===== src/rtl/hazard_control.sv =====
// hazard_control
//   Pipeline hazard and stall controller that sits beside the decode stage.
//   It detects load-use hazards against the instruction in EX, flushes IF/ID
//   after a taken branch or jump resolved in EX, and freezes the whole
//   pipeline while data memory is not ready.
//
// Ports
//   clk          : single clock, rising edge
//   reset        : asynchronous, active-low reset
//   ID_rs/ID_rt  : source register fields of the instruction in ID
//   ID_UsesRt    : ID instruction reads rt
//   EX_MemRead   : EX instruction is a load
//   EX_WriteReg  : destination register of the EX instruction
//   EX_Redirect  : taken branch / jump resolved in EX
//   mem_ready    : data memory ready, 0 freezes the pipeline
//   PC_enable, IFID_enable, IDEX_enable : pipeline write enables
//   IFID_flush   : IF/ID clears to a NOP
//   IDEX_bubble  : zero all ID/EX control inputs
//   state        : FSM state for debug (0 RUN, 1 LSTALL, 2 FLUSH)
//   stall_cycles : saturating count of cycles with PC_enable = 0
//   redirects    : saturating count of accepted redirects
//
// Handshake note: there is no valid/ready pair here. Every output is a
// Mealy function of the registered state/counter and the current inputs,
// valid in the same cycle the inputs are presented.
module hazard_control #(
    parameter int unsigned LOAD_LAT     = 1,
    parameter int unsigned FLUSH_CYCLES = 1,
    parameter int unsigned CNT_W        = 16
) (
    input  logic             clk,
    input  logic             reset,
    input  logic [4:0]       ID_rs,
    input  logic [4:0]       ID_rt,
    input  logic             ID_UsesRt,
    input  logic             EX_MemRead,
    input  logic [4:0]       EX_WriteReg,
    input  logic             EX_Redirect,
    input  logic             mem_ready,
    output logic             PC_enable,
    output logic             IFID_enable,
    output logic             IFID_flush,
    output logic             IDEX_enable,
    output logic             IDEX_bubble,
    output logic [1:0]       state,
    output logic [CNT_W-1:0] stall_cycles,
    output logic [CNT_W-1:0] redirects
);

    typedef enum logic [1:0] {
        ST_RUN    = 2'd0,
        ST_LSTALL = 2'd1,
        ST_FLUSH  = 2'd2
    } state_t;

    // Remaining-cycle reload values; the first cycle of a window is spent in
    // RUN, so the extra state only covers the rest.
    localparam logic [3:0] LOAD_RELOAD  = 4'(LOAD_LAT - 1);
    localparam logic [3:0] FLUSH_RELOAD = 4'(FLUSH_CYCLES - 1);
    localparam logic [CNT_W-1:0] CNT_ONE = CNT_W'(1);

    state_t           state_q, state_d;
    logic [3:0]       cnt_q, cnt_d;
    logic [CNT_W-1:0] stall_cycles_q, stall_cycles_d;
    logic [CNT_W-1:0] redirects_q, redirects_d;

    logic load_use;
    logic pc_en, ifid_en, ifid_fl, idex_en, idex_bub;
    logic redirect_acc;

    // Register $0 is never a real dependency.
    assign load_use = EX_MemRead && (EX_WriteReg != 5'd0) &&
                      ((EX_WriteReg == ID_rs) ||
                       (ID_UsesRt && (EX_WriteReg == ID_rt)));

    always_comb begin
        state_d      = state_q;
        cnt_d        = cnt_q;
        pc_en        = 1'b0;
        ifid_en      = 1'b0;
        ifid_fl      = 1'b0;
        idex_en      = 1'b0;
        idex_bub     = 1'b0;
        redirect_acc = 1'b0;

        // Gating with reset keeps every enable low while reset is held,
        // independent of the registered state. A frozen cycle leaves all
        // outputs low and holds state and cnt.
        if (reset && mem_ready) begin
            case (state_q)
                ST_RUN: begin
                    if (EX_Redirect) begin
                        // Redirect wins over a simultaneous load-use.
                        pc_en        = 1'b1;
                        ifid_en      = 1'b1;
                        ifid_fl      = 1'b1;
                        idex_en      = 1'b1;
                        idex_bub     = 1'b1;
                        redirect_acc = 1'b1;
                        if (FLUSH_CYCLES > 1) begin
                            state_d = ST_FLUSH;
                            cnt_d   = FLUSH_RELOAD;
                        end
                    end else if (load_use) begin
                        idex_en  = 1'b1;
                        idex_bub = 1'b1;
                        if (LOAD_LAT > 1) begin
                            state_d = ST_LSTALL;
                            cnt_d   = LOAD_RELOAD;
                        end
                    end else begin
                        pc_en   = 1'b1;
                        ifid_en = 1'b1;
                        idex_en = 1'b1;
                    end
                end
                ST_LSTALL: begin
                    // EX holds a bubble here, so redirect/load_use are moot.
                    idex_en  = 1'b1;
                    idex_bub = 1'b1;
                    cnt_d    = cnt_q - 4'd1;
                    if (cnt_q == 4'd1) begin
                        state_d = ST_RUN;
                    end
                end
                ST_FLUSH: begin
                    pc_en    = 1'b1;
                    ifid_en  = 1'b1;
                    ifid_fl  = 1'b1;
                    idex_en  = 1'b1;
                    idex_bub = 1'b1;
                    if (EX_Redirect) begin
                        // This cycle is the new redirect's first flush cycle.
                        redirect_acc = 1'b1;
                        cnt_d        = FLUSH_RELOAD;
                    end else begin
                        cnt_d = cnt_q - 4'd1;
                        if (cnt_q == 4'd1) begin
                            state_d = ST_RUN;
                        end
                    end
                end
                default: begin
                    state_d = ST_RUN;
                    cnt_d   = 4'd0;
                end
            endcase
        end

        stall_cycles_d = stall_cycles_q;
        if (!pc_en && (stall_cycles_q != '1)) begin
            stall_cycles_d = stall_cycles_q + CNT_ONE;
        end

        redirects_d = redirects_q;
        if (redirect_acc && (redirects_q != '1)) begin
            redirects_d = redirects_q + CNT_ONE;
        end
    end

    always_ff @(posedge clk or negedge reset) begin
        if (!reset) begin
            state_q        <= ST_RUN;
            cnt_q          <= 4'd0;
            stall_cycles_q <= '0;
            redirects_q    <= '0;
        end else begin
            state_q        <= state_d;
            cnt_q          <= cnt_d;
            stall_cycles_q <= stall_cycles_d;
            redirects_q    <= redirects_d;
        end
    end

    assign PC_enable    = pc_en;
    assign IFID_enable  = ifid_en;
    assign IFID_flush   = ifid_fl;
    assign IDEX_enable  = idex_en;
    assign IDEX_bubble  = idex_bub;
    assign state        = state_q;
    assign stall_cycles = stall_cycles_q;
    assign redirects    = redirects_q;

endmodule

===== config.mk =====
export PLATFORM = sky130hd
export DESIGN_NAME = hazard_control
export DESIGN_NICKNAME = d
export VERILOG_FILES = /design/src/rtl/hazard_control.sv
export SDC_FILE = /design/constraint.sdc
export NUM_CORES = 1
export LEC_CHECK = 0
export CAP_MARGIN = 40
export CORE_MARGIN = 4
export CORE_UTILIZATION = 45
export DETAILED_ROUTE_END_ITERATION = 6
export HOLD_SLACK_MARGIN = 0.12
export PLACE_DENSITY = 0.79
export SLEW_MARGIN = 20
export SYNTH_ARGS = -nofsm -noshare
export SYNTH_HDL_FRONTEND = slang
export SYNTH_SLANG_ARGS = --single-unit

===== constraint.sdc =====
create_clock -name clk -period 2.3 [get_ports clk]
set_input_delay 0.23 -clock clk [delete_from_list [all_inputs] [get_ports clk]]
set_output_delay 0.23 -clock clk [all_outputs]
set_load 0.02 [all_outputs]

==> out/results.ini, run 1 <==
[status]
status = completed

[floorplanning]
dieArea_um2 = 4955
io_pins = 60
core_um2 = 3716
start_util_pct = 47.14
die_w_um = 70.39
fp.dieH_um = 70.39
rows = 22

[grt]
grt_pass1_wl_mm = 7.231
grt_pass1_vias = 1581
antenna_found_initial = 0
grt-ovfl-total = 0
grt_use_total_pct = 18.15
grt_start_max_net_pins = 33

[setup_path]
path_cells = clkdlybuf4s50_1 -> buf_4 -> or4_1 -> o21ai_2 -> nor2_1 -> o21a_1 -> dlygate4sd2_1
cp.arrival_ns = 2.03
cp-end-kind = output port
startpoint_type = primary input
cpPeakStageDelay_ns = 0.49
required_ns = 2.07
cpMaxStageDelayCell = or4_1
worstPathMaxFanout = 2
critPathKind = in -> out

[synth]
ys_ff_latch = 32
syn_area_per_cell_um2 = 11.02
syn_area_um2 = 1752
ys_warn_count = 0
synth-seq-area-share_pct = 45.71
syn_inst = 159
synth.distinct_cells = 34

[min_path]
hp-class = in -> async

[detailed_routing]
drtIter0Drc = 47
via_count = 1474
drtPass1Iterations = 4
antenna_left = 0
viasPerCell = 5.264
post_drt_wl_per_cell_um = 15.29
routed_wl_mm = 4.280
drc = 0

[cts]
clock_path_buffers = 2
clkTransAtPathRegs_ns = 0.07
clock_latency_ns = 0.28
cts_num_sinks = 32
htreeDepth = 2
cts_tree = built
ctsHoldBuffers = 0
root_buffer = clkbuf_8
cts_buffers = 5

[timing]
report.final.slew_viol_count = 0
setup_violations = 0
tns_ns = 0
max_freq_ghz = 0.4430
timing_hold_violations_final = 0
skew_ns = 0.01283
period_needed_ns = 2.257
period_share_pct = 98.14

[cells_and_area]
area_growth_pct = 46.00
final_core_util_pct = 68.82
fillCellCount = 292
seq_area_um2 = 800.8
multi_input_comb_area_um2 = 943.4
layout-drive-gt1-share_pct = 17.24
final_cells = 280
fin_nets = 254
antenna_cells = 0

[power_and_ir_drop]
p_seq_share_pct = 40.2
p_sw_share_pct = 36.24
p_comb_share_pct = 38.6
clock_power_share_pct = 21.2
p_int_mw = 1.351
total_power_mw = 2.119
leakagePower_nw = 1.109
power_switching_mw = 0.7679
powerDensity_nw_per_um2 = 828.4
ir_worst_vdd_v = 0.0007381

[run]
max-cap-violations = 0

[placement]
routabilityCongestion = 0.9427
placedCellCount = 271
port_buffers = 57
dp_hpwl_mm = 3.286

==> placed cells by master (no fill, tap or decap), types with 2 or more instances in the layout <==
cell type / count
nor4b_4: 2
nor4_2: 2
nor2_1: 7
nand3_1: 11
and3_1: 7
clkbuf_8: 6
a21oi_1: 3
nor3_1: 4
xnor2_1: 11
clkdlybuf4s50_1: 53
clkbuf_2: 2
inv_1: 4
nor3b_2: 2
ha_1: 2
nand2_1: 10
conb_1: 2
buf_4: 11
nand4_1: 7
dfrtp_1: 32
and2_1: 2
xor2_1: 26
nor3_2: 7
==> through the flow <==
stage	area, µm²	setup slack [ns]	hold WS [ns]
floorplan	1755	0.2979	-0.06559
global placement	2427	-0.2253	0.4794
detailed placement	2427	-0.3055	0.4845
CTS	2527	0.01581	0.4258
global route	2557	-0.07142	0.4516
finish	2557	0.04277	0.4090
==> worst paths after layout <==
path	startpoint	to	slack, ns	cells after the start
worst max-delay path	EX_WriteReg[3]	IDEX_bubble	0.04	7
worst min-delay path	reset	stall_cycles[1]	0.41	2
worst max register to register	stall_cycles[0]	stall_cycles[9]	0.21	8
worst min register to register	redirects[4]	redirects[4]	0.49	1
max in group asynchronous	reset	stall_cycles[5]	1.59	2
min in group clk	redirects[4]	redirects[4]	0.49	1
==> layer usage <==
layer | track usage [%] | part of all wire, % | vias up | routed length (µm)
met2 | 29.73 | 48 | 54 | 2060
met5 | 0 | 0 | - | 0
li1 | - | - | 696 | -
met4 | 6.809 | 2.7 | 0 | 114
met3 | 6.619 | 8.9 | 11 | 380
met1 | 21.61 | 40 | 713 | 1726
==> state kept, by name, summed over array words and instances, names as in the netlist <==
name          count
redirects        16
stall_cycles     16
==> worst max-delay path, delay by kind of cell <==
family                 cells  cell delay, ns
buffers and inverters      3            0.92
and+or+nand+nor            2            0.54
AOI/OAI and AO/OA          2            0.33
==> synthesized netlist by cell type (all sizes together) <==
cell type | count | share of area (%)
xnor2 | 11 | 5.5
o31a | 1 | 1.0
xor2 | 26 | 13
nand4b | 1 | 0.50
nor4b | 2 | 2.2
conb | 1 | 0.21
nand3 | 11 | 3.1
and3b | 1 | 0.50
nor2 | 8 | 2.1
dfrtp | 32 | 46
and3 | 7 | 2.5
and2 | 2 | 0.71
ha | 2 | 1.4
mux2 | 3 | 1.9
o21a | 1 | 0.43
nor3 | 11 | 4.9
a21oi | 3 | 0.86
a31oi | 1 | 0.36
inv | 4 | 0.86
buf | 4 | 1.9
nor3b | 2 | 1.4
nand4 | 7 | 2.5
a32oi | 1 | 0.50
o21ai | 1 | 0.29
nand2 | 10 | 2.1
nand2b | 1 | 0.36
a211oi | 1 | 0.43
or4 | 1 | 0.43
nor4 | 3 | 2.1
==> layout make-up <==
| type | count | area share [%] |
|---|---|---|
| Multi-Input combinational cell | 120 | 36.89 |
| Sequential cell | 32 | 31.31 |
| Timing Repair Buffer | 68 | 25.20 |
| Clock buffer | 7 | 3.376 |
| Tap cell | 48 | 2.348 |
| Inverter | 4 | 0.5871 |
| Clock inverter | 1 | 0.2935 |
==> cells by family after synthesis <==
| group | after synthesis | synth area share [%] |
|---|---|---|
| mux | 3 | 1.928 |
| compound gates | 9 | 3.857 |
| other cells | 1 | 0.2141 |
| xor+xnor | 37 | 18.50 |
| simple gates | 67 | 25.57 |
| flops | 32 | 45.71 |
| fa+ha+maj | 2 | 1.428 |
| buf+inv | 8 | 2.785 |
==> repair_timing <==
action,CTS,global route
pin swaps,0,4
endpoints found under the setup margin,4,8
endpoints found under the hold margin,0,0
resized for setup,6,8
setup buffers,0,1
==> power groups by stage <==
stage                     registers, mW  logic, mW  clock network [mW]
after CTS                         0.852      0.821               0.463
final                             0.851      0.819               0.449
after floorplan                   0.995      0.267                   0
after global routing              0.879      0.878               0.489
after detailed placement          0.858      0.817                   0
after global placement            0.849      0.793                   0
No activity file was read; power rests on OpenSTA's default activity.
==> run 2, diff against run 1 <==
--- a/config.mk
+++ b/config.mk
@@ -8,6 +8,7 @@
 export CAP_MARGIN = 40
 export CORE_MARGIN = 4
 export CORE_UTILIZATION = 45
+export CTS_BUF_LIST = sky130_fd_sc_hd__clkbuf_16
 export DETAILED_ROUTE_END_ITERATION = 6
 export HOLD_SLACK_MARGIN = 0.12
 export PLACE_DENSITY = 0.79
==> run 2 against run 1 <==
- clock skew fell by 0.0054 ns
- global-route usage up 0.22 points
- total power up 8.1%
- maximum frequency about the same
- largest cell class unchanged
==> out/results.ini, run 2 (synthesis results as in run 1) <==
[cells_and_area]
fin_area_um2 = 2606  ; was 2557 µm²
mostFrequentLayoutCells = clkdlybuf4s50_1, dfrtp_1, xor2_1  ; unchanged
seq_area_um2 = 800.8  ; unchanged
fin_nets = 254  ; unchanged
antenna_cells = 0  ; unchanged
area_growth_pct = 48.79  ; was 46.00%
multi_input_comb_area_um2 = 945.9  ; was 943.4 µm²
layout-drive-gt1-share_pct = 17.24  ; unchanged
fillCellCount = 285  ; was 292
final_common_cell = clkdlybuf4s50_1  ; unchanged

[setup_path]
startpoint_type = primary input  ; unchanged
path_cells = clkdlybuf4s50_1 -> buf_4 -> or4_1 -> o21ai_2 -> nor2_1 -> o21a_1 -> dlygate4sd2_1  ; unchanged
required_ns = 2.07  ; about the same
crit_buf_inv = 3  ; unchanged
path_delay_family = buffers and inverters  ; unchanged
cpPeakStageDelay_ns = 0.49  ; about the same
worstPathMaxFanout = 2  ; unchanged
cpMaxStageDelayCell = or4_1  ; unchanged
cp.arrival_ns = 2.03  ; about the same
critPathKind = in -> out  ; unchanged
cp-end-kind = output port  ; unchanged

[floorplanning]
rows = 22  ; unchanged
fp.dieH_um = 70.39  ; unchanged
die_w_um = 70.39  ; unchanged
io_pins = 60  ; unchanged
dieArea_um2 = 4955  ; unchanged
core_um2 = 3716  ; unchanged
start_util_pct = 47.14  ; unchanged

[cts]
clock_path_buffers = 2  ; unchanged
root_buffer = clkbuf_16  ; was clkbuf_8
cts_buffers = 5  ; unchanged
clock_latency_ns = 0.27  ; was 0.28 ns
cts_num_sinks = 32  ; unchanged
htreeDepth = 2  ; unchanged
cts_tree = built  ; unchanged
clkTransAtPathRegs_ns = 0.05  ; was 0.07 ns

[power_and_ir_drop]
leakagePower_nw = 1.135  ; was 1.109 nW
powerDensity_nw_per_um2 = 878.4  ; was 828.4 nW/µm²
total_power_mw = 2.289  ; was 2.119 mW
ir_worst_vdd_v = 0.0008727  ; was 0.0007381 V

[grt]
grt-ovfl-total = 0  ; unchanged
grt_pass1_vias = 1593  ; was 1581
grt_start_max_net_pins = 33  ; unchanged
antenna_found_initial = 0  ; unchanged
grt_pass1_wl_mm = 7.203  ; was 7.231 mm
grt_use_total_pct = 18.37  ; was 18.15%

[timing]
setup_violations = 0  ; unchanged
period_needed_ns = 2.256  ; was 2.257 ns
hold_ws_ns = 0.4254  ; was 0.4090 ns
report.final.slew_viol_count = 0  ; unchanged
timing_hold_violations_final = 0  ; unchanged
period_share_pct = 98.07  ; was 98.14%
max_freq_ghz = 0.4433  ; was 0.4430 GHz
skew_ns = 0.007419  ; was 0.01283 ns
rsz0062_at_grt = yes
setup_ws_ns = 0.04439  ; was 0.04277 ns

[status]
status = completed  ; unchanged

[detailed_routing]
drc = 0  ; unchanged
via_count = 1473  ; was 1474
routed_wl_mm = 4.257  ; was 4.280 mm
post_drt_wl_per_cell_um = 15.20  ; was 15.29 µm
drtPass1Iterations = 4  ; unchanged
drtIter0Drc = 24  ; was 47
antenna_left = 0  ; unchanged
viasPerCell = 5.261  ; was 5.264

[placement]
pre_cts_ws_ns = -0.3055  ; unchanged
port_buffers = 57  ; unchanged
placed_area_um2 = 2427  ; unchanged
routabilityCongestion = 0.9427  ; unchanged
dp_hpwl_mm = 3.286  ; unchanged

[min_path]
hp-class = in -> async  ; unchanged

[run]
max-cap-violations = 0  ; unchanged

==> run 2: cell count changes in the layout (fill, tap and decap cells not counted) <==
cell / change
nor2_1: -1
clkbuf_16: +5
clkinv_1: +1
nor2_2: +1
clkbuf_1: -1
clkbuf_8: -6
inv_1: +1
==> run 2: timing repair <==
item | CTS | global route
gates resized for setup | 8 | 7
setup endpoints to repair | 5 | 8
pin swaps | 3 | 3
hold buffers | 0 | 0
setup buffers | 0 | 1
==> run 2: cell type report <==
cell class	instances	area share [%]
Sequential cell	32	30.72
Tap cell	48	2.304
Multi-Input combinational cell	120	36.29
Clock buffer	5	4.801
Inverter	4	0.5761
Clock inverter	3	0.5761
Timing Repair Buffer	68	24.72
==> run 2: power by group <==
| group | internal [mW] | leakage (nW) | switching [mW] |
|---|---|---|---|
| Combinational | 0.413 | 0.666 | 0.404 |
| Clock | 0.392 | 0.0687 | 0.228 |
| Sequential | 0.697 | 0.400 | 0.156 |
==> run 2: metrics by stage <==
stage	util [%]	cells	setup TNS, ns
2_1_floorplan	-	160	0
3_3_place_gp	65.32	271	-1.634
3_5_place_dp	65.32	271	-3.049
4_1_cts	69.49	279	0
5_1_grt	70.13	280	-0.01139
6_report	70.13	280	0
==> run 2: path summary, 6_finish.rpt <==
| kind | startpoint | endpoint | slack, ns | cells past startpoint |
|---|---|---|---|---|
| setup / recovery | EX_WriteReg[3] | IDEX_bubble | 0.04 | 7 |
| min in group clk | redirects[4] | redirects[4] | 0.49 | 1 |
| hold reg to reg | redirects[4] | redirects[4] | 0.49 | 1 |
| hold / removal | reset | stall_cycles[13] | 0.43 | 2 |
| setup reg to reg | stall_cycles[0] | stall_cycles[9] | 0.20 | 8 |
| max in group asynchronous | reset | stall_cycles[8] | 1.58 | 2 |
==> run 2: layer usage <==
layer | vias up | track usage (%) | share of wire (%)
met5 | - | 0 | 0
met4 | 0 | 6.383 | 1.7
met3 | 10 | 8.489 | 9.2
met2 | 57 | 29.73 | 48
met1 | 711 | 21.29 | 41
li1 | 695 | - | -
==> run 2: worst reg2reg max path: stages (launching register included) <==
cell,delay [ns]
dfrtp_1,0.40
ha_1,0.20
nand4_1,0.28
inv_1,0.16
nand3_1,0.22
nor2_4,0.28
buf_4,0.22
nor4b_4,0.06
xor2_1,0.14
